### src/rtl/rca_pipe_nbit.sv
// ---------------------------------------------------------------------------
// rca_pipe_nbit
//   Pipelined ripple-carry adder/subtractor. The N-bit operation is cut into
//   STAGES chunks of W = N/STAGES bits; each pipeline stage ripples one chunk
//   and registers the chunk carry for the next stage, so the critical path is
//   a single W-bit ripple. One operation per cycle under valid/ready.
//
// Ports
//   i_clk    clock, rising edge
//   i_rst    synchronous reset, active-high
//   i_valid  input operation valid
//   o_ready  operation accepted this cycle when i_valid & o_ready
//   i_a      operand A            [N-1:0]
//   i_b      operand B            [N-1:0]
//   i_c      carry-in (add) / borrow-in (sub)
//   i_sub    0: A+B+c   1: A-B-c
//   o_valid  result valid
//   i_ready  downstream accepts result
//   o_s      sum/difference       [N-1:0]
//   o_c      carry out of bit N-1 (sub: 1 = no borrow)
//   o_ovf    two's-complement signed overflow
// ---------------------------------------------------------------------------
module rca_pipe_nbit #(
  parameter int N      = 64,
  parameter int STAGES = 4
) (
  input  logic         i_clk,
  input  logic         i_rst,
  input  logic         i_valid,
  output logic         o_ready,
  input  logic [N-1:0] i_a,
  input  logic [N-1:0] i_b,
  input  logic         i_c,
  input  logic         i_sub,
  output logic         o_valid,
  input  logic         i_ready,
  output logic [N-1:0] o_s,
  output logic         o_c,
  output logic         o_ovf
);

  localparam int W = N / STAGES;
  localparam int L = STAGES - 1;

  if (N % STAGES != 0) begin : g_bad_split
    $error("rca_pipe_nbit: N must be a multiple of STAGES");
  end

  // One W-bit ripple chunk: returns {carry_out, sum}.
  function automatic logic [W:0] chunk_add(input logic [W-1:0] x,
                                           input logic [W-1:0] y,
                                           input logic         ci);
    return {1'b0, x} + {1'b0, y} + {{W{1'b0}}, ci};
  endfunction

  // Stage k registers: operands still to be added (upper chunks), partial
  // sum (lower chunks done), carry out of chunk k, valid.
  logic [N-1:0] a_p   [STAGES];
  logic [N-1:0] b_p   [STAGES];
  logic [N-1:0] s_p   [STAGES];
  logic         c_p   [STAGES];
  logic         vld_p [STAGES];
  logic         ovf_p;

  // Stage inputs (from entry or previous stage) and stage results.
  logic [N-1:0] a_in  [STAGES];
  logic [N-1:0] b_in  [STAGES];
  logic [N-1:0] s_in  [STAGES];
  logic         c_in  [STAGES];
  logic         v_in  [STAGES];
  logic [N-1:0] s_nxt [STAGES];
  logic         c_nxt [STAGES];
  logic [W:0]   sw;
  logic         ovf_nxt;
  logic         en;

  // Whole pipe advances together; it only holds when the head result is
  // waiting on a downstream that is not ready.
  assign en      = ~vld_p[L] | i_ready;
  assign o_ready = en;

  always_comb begin
    sw = '0;
    for (int k = 0; k < STAGES; k++) begin
      if (k == 0) begin
        // Subtraction as A + ~B + ~borrow.
        a_in[k] = i_a;
        b_in[k] = i_sub ? ~i_b : i_b;
        c_in[k] = i_sub ? ~i_c : i_c;
        s_in[k] = '0;
        v_in[k] = i_valid;
      end else begin
        a_in[k] = a_p[k-1];
        b_in[k] = b_p[k-1];
        c_in[k] = c_p[k-1];
        s_in[k] = s_p[k-1];
        v_in[k] = vld_p[k-1];
      end
      sw                   = chunk_add(a_in[k][k*W +: W], b_in[k][k*W +: W], c_in[k]);
      s_nxt[k]             = s_in[k];
      s_nxt[k][k*W +: W]   = sw[W-1:0];
      c_nxt[k]             = sw[W];
    end
    // Carry into the MSB is recovered from the MSB sum bit and its operands;
    // overflow is that carry XOR the carry out of the MSB.
    ovf_nxt = (s_nxt[L][N-1] ^ a_in[L][N-1] ^ b_in[L][N-1]) ^ c_nxt[L];
  end

  always_ff @(posedge i_clk) begin
    if (i_rst) begin
      for (int k = 0; k < STAGES; k++) begin
        a_p[k]   <= '0;
        b_p[k]   <= '0;
        s_p[k]   <= '0;
        c_p[k]   <= 1'b0;
        vld_p[k] <= 1'b0;
      end
      ovf_p <= 1'b0;
    end else if (en) begin
      // --- stage k boundary: chunk k result and carry registered ---
      for (int k = 0; k < STAGES; k++) begin
        a_p[k]   <= a_in[k];
        b_p[k]   <= b_in[k];
        s_p[k]   <= s_nxt[k];
        c_p[k]   <= c_nxt[k];
        vld_p[k] <= v_in[k];
      end
      ovf_p <= ovf_nxt;
    end
  end

  assign o_valid = vld_p[L];
  assign o_s     = s_p[L];
  assign o_c     = c_p[L];
  assign o_ovf   = ovf_p;

endmodule
### config.mk
export PLATFORM = sky130hd
export DESIGN_NAME = rca_pipe_nbit
export DESIGN_NICKNAME = d
export VERILOG_FILES = /design/src/rtl/rca_pipe_nbit.sv
export SDC_FILE = /design/constraint.sdc
export NUM_CORES = 1
export LEC_CHECK = 0
export ABC_AREA = 1
export CAP_MARGIN = 40
export CORE_AREA = 4 4 212 214
export DETAILED_ROUTE_END_ITERATION = 8
export DIE_AREA = 0 0 216 218
export GPL_ROUTABILITY_DRIVEN = 0
export SLEW_MARGIN = 10
export SYNTH_ARGS = -nofsm -noshare
export SYNTH_HDL_FRONTEND = slang
export SYNTH_SLANG_ARGS = --single-unit
export TNS_END_PERCENT = 10
### constraint.sdc
create_clock -name i_clk -period 12.9 [get_ports i_clk]
set_input_delay 1.935 -clock i_clk [delete_from_list [all_inputs] [get_ports i_clk]]
set_output_delay 1.935 -clock i_clk [all_outputs]
set_load 0.05 [all_outputs]
==> qor.txt <==
==================================================================================
Final period utilization                                                     40.7%
CP startpoint kind                                                       input pin
Hold Worst Slack                                                          0.481 ns
Final design utilization                                                     49.3%
TritonCTS clock tree                                                          done
Number of antenna violations at the first check in global routing                1
Nets                                                                         2,005
Post-route non-filler standard cell count                                    2,418
H-Tree Level Count                                                               2
Post-synthesis compound-gate area fraction                                   6.28%
Worst hold path stage count                                                      2
Overall die height                                                          218 um
Synth Instances                                                              1,593
Effective utilization at floorplan                                           39.7%
Class of the most critical setup path                                    in -> out
Post-Synth XOR/XNOR Area                                                     3.40%
Most frequent cells after synthesis                                   360 x sky130_fd_sc_hd__edfxtp_1, 352 x sky130_fd_sc_hd__nor2_1, 329 x sky130_fd_sc_hd__inv_1, 121 x sky130_fd_sc_hd__nand2_1, 97 x sky130_fd_sc_hd__a21oi_1
Share of final-layout standard cells stronger than drive strength 1          6.22%
Arr. time, crit path                                                       3.31 ns
HPWL after detailed placement                                            23,300 um
Minimum setup slack after placement                                        7.65 ns
Power share of the combinational group                                       12.5%
Endpoints failing setup                                                          0
Final design area excluding fillers                                    0.0211 mm^2
Prevailing post-synth register cell                                   sky130_fd_sc_hd__edfxtp_1
Post-DRT Antenna Nets                                                            0
Headroom to the max-slew limit                                               41.2%
#FFs+latches synth                                                             361
Number of antenna repair diodes                                                  0
Count of final hold-check violations                                             0
Min Tclk post-route                                                        5.25 ns
Post-synthesis sequential area ratio                                         63.6%
RSZ-0062 raised after global routing                                            no
Portion of synthesized cell area occupied by the leading cell type           63.5%
Average wire per cell in the routed design                                 13.7 um
Switching power summed over all nets                                      0.705 mW
Floorplan row count                                                             76
Placement Cell Area                                                    0.0197 mm^2
Critical path capture point type                                       output port
Aggregate global-route resource usage                                        14.1%
Number of cells in the design after placement                                2,345
Max-cap check violation count                                                    0
Leakage power figure                                                       9.11 nW
Count of vias placed by the detailed router                                 10,700
Global-route wire length before repair                                   53,400 um
Combined area of all synthesized cells                                 0.0170 mm^2
Clock transition at the registers of the reported paths                    0.06 ns
Core footprint                                                         0.0429 mm^2
Count of port buffers added during placement                                   201
Total of warnings raised by yosys                                                0
Result of the run                                                     complete, no violations
Number of placed I/O pins                                                      202
Initial detailed-routing violation count                                       671
Maximum number of pins on one net before global-route repair                   140
# resized after CTS                                                              0
Smallest setup slack after layout                                          7.65 ns
First-pass iteration count of the detailed router                                5
Most frequent cell after synthesis                                    sky130_fd_sc_hd__edfxtp_1
Top post-synthesis cells by area                                      sky130_fd_sc_hd__edfxtp_1 64%, sky130_fd_sc_hd__nor2_1 7.8%, sky130_fd_sc_hd__inv_1 7.3%
Setup bufs post-CTS                                                              0
Simple-gate share of the synthesized area                                    12.6%
Worst setup skew after layout                                            0.0228 ns
Class of the worst hold path                                            reg -> reg
Remaining DRCs                                                                   0
Final sum of negative setup slack                                             0 ns
Main combinational cell family by area after synthesis                simple AND/OR/NAND/NOR gates
Number of enable flip-flop cells after synthesis                               360
Clk root buf                                                          sky130_fd_sc_hd__clkbuf_16
Hold-fix buffers at CTS                                                          0
Crit-path max FO                                                                 2
Final Max Tran Viols                                                             0
Power share of the clock group                                               39.8%
Clk buf depth                                                                    3
Cell accounting for the most synthesized area                         sky130_fd_sc_hd__edfxtp_1
Critical Path RT                                                          10.97 ns
Number of nets in the synthesized netlist                                    1,795
Number of CTS-inserted buffers                                                  40
Overall die width                                                           216 um
Num Clock Sinks                                                                361
Total gr overflow                                                                0
Area overhead of the layout relative to synthesis                            24.1%
Share of synthesized area spent on multiplexers                                 0%
Register-to-Register Path Depth                                                  7
Post-detailed-routing wire length                                        33,200 um
Share of total power consumed by net switching                               23.6%
Asr flop ratio synth                                                            0%
Unique cell type count in the Yosys netlist                                     40
Maximum achievable frequency                                               191 MHz
Worst vdd rail ir drop                                                   0.0847 mV
Power Dens Cells                                                       141 mW/mm^2
Register share of total power                                                47.7%
Via density                                                                   4.43
Adder-Cell Fraction of Synth Area                                            5.35%
Die Area                                                               0.0471 mm^2
Via count of the first global-routing pass                                  10,500
Overall power after layout                                                 2.98 mW
Clock Latency Late Sink                                                    0.56 ns
Slew at the pin closest to its max-slew limit                             0.883 ns
Syn Area/Cell                                                            10.7 um^2
Design internal power                                                      2.28 mW
==================================================================================
[flip-flops by register name (all words and copies together) (netlist names)]
| signal | flops |
|---|---|
| a_p | 96 |
| b_p | 96 |
| c_p | 4 |
| o_ovf | 1 |
| s_p | 160 |
| vld_p | 4 |
[path summary, 6_finish.rpt]
path,from,to,slack [ns]
max,i_ready,o_ready,7.65
min,o_ovf$_SDFFE_PP0N_,o_ovf$_SDFFE_PP0N_,0.48
max reg2reg,vld_p[3]$_DFFE_PP_,s_p[2][20]$_SDFFCE_PN0P_,9.63
min reg2reg,o_ovf$_SDFFE_PP0N_,o_ovf$_SDFFE_PP0N_,0.48
[worst max-delay path: stages]
cell and delay [ns]:
sky130_fd_sc_hd__clkdlybuf4s50_1 0.45, sky130_fd_sc_hd__inv_1 0.04, sky130_fd_sc_hd__nand2_1 0.08, sky130_fd_sc_hd__clkdlybuf4s50_1 0.81
[layout by cell type, fill, tap and decap left out, types with 3 or more instances in the layout]
cell and n:
sky130_fd_sc_hd__inv_1 329, sky130_fd_sc_hd__nand2_1 120, sky130_fd_sc_hd__a21o_1 8, sky130_fd_sc_hd__edfxtp_1 360, sky130_fd_sc_hd__nand4_1 10, sky130_fd_sc_hd__nor3_1 3
sky130_fd_sc_hd__o21bai_1 5, sky130_fd_sc_hd__nand3_2 5, sky130_fd_sc_hd__clkdlybuf4s50_1 200, sky130_fd_sc_hd__nor2_1 352, sky130_fd_sc_hd__clkbuf_1 6, sky130_fd_sc_hd__xor2_1 17
sky130_fd_sc_hd__clkinv_1 8, sky130_fd_sc_hd__a21oi_2 7, sky130_fd_sc_hd__o21a_1 11, sky130_fd_sc_hd__nand3_1 25, sky130_fd_sc_hd__nand2_2 11, sky130_fd_sc_hd__a21oi_1 97
sky130_fd_sc_hd__xnor2_1 49, sky130_fd_sc_hd__ha_1 60, sky130_fd_sc_hd__inv_2 4, sky130_fd_sc_hd__clkinv_2 4, sky130_fd_sc_hd__clkbuf_16 40, sky130_fd_sc_hd__o21ai_0 36
sky130_fd_sc_hd__a221oi_1 3, sky130_fd_sc_hd__buf_16 4, sky130_fd_sc_hd__fa_1 8, sky130_fd_sc_hd__bufinv_16 8, sky130_fd_sc_hd__o21ai_1 9, sky130_fd_sc_hd__buf_4 9
[power groups by stage]
stage | combinational (mW) | sequential, mW | clock [mW]
after CTS | 0.377 | 1.42 | 1.22
after detailed placement | 0.374 | 1.45 | 0
after global routing | 0.417 | 1.43 | 1.28
after global placement | 0.369 | 1.45 | 0
final | 0.373 | 1.42 | 1.19
after floorplan | 0.200 | 1.49 | 0
[routing by layer]
| metal | vias to the layer above | global-route usage (%) | routed length [um] |
|---|---|---|---|
| li1 | 5556 | - | - |
| met1 | 4898 | 18.5 | 14700 |
| met2 | 195 | 23.3 | 16200 |
| met3 | 52 | 3.15 | 1520 |
| met4 | 0 | 4.63 | 851 |
| met5 | - | 0 | 0 |
[final cells by class]
type | count | area [um^2]
Fill cell | 3849 | 21800
Sequential cell | 361 | 10800
Multi-Input combinational cell | 851 | 4710
Timing Repair Buffer | 214 | 2200
Inverter | 335 | 1260
Clock buffer | 47 | 1040
Tap cell | 585 | 732
Clock inverter | 25 | 344
[cells by family (layout without fill, tap and decap cells)]
kind of cell,Yosys count,after routing
adder cells (fa/ha/maj),68,68
buffers and inverters,381,621
AND/OR/NAND/NOR,533,533
AO/OA/AOI/OAI,184,184
XOR/XNOR,66,66
flip-flops,361,361
Note: power is estimated with default switching activity, not from simulation.
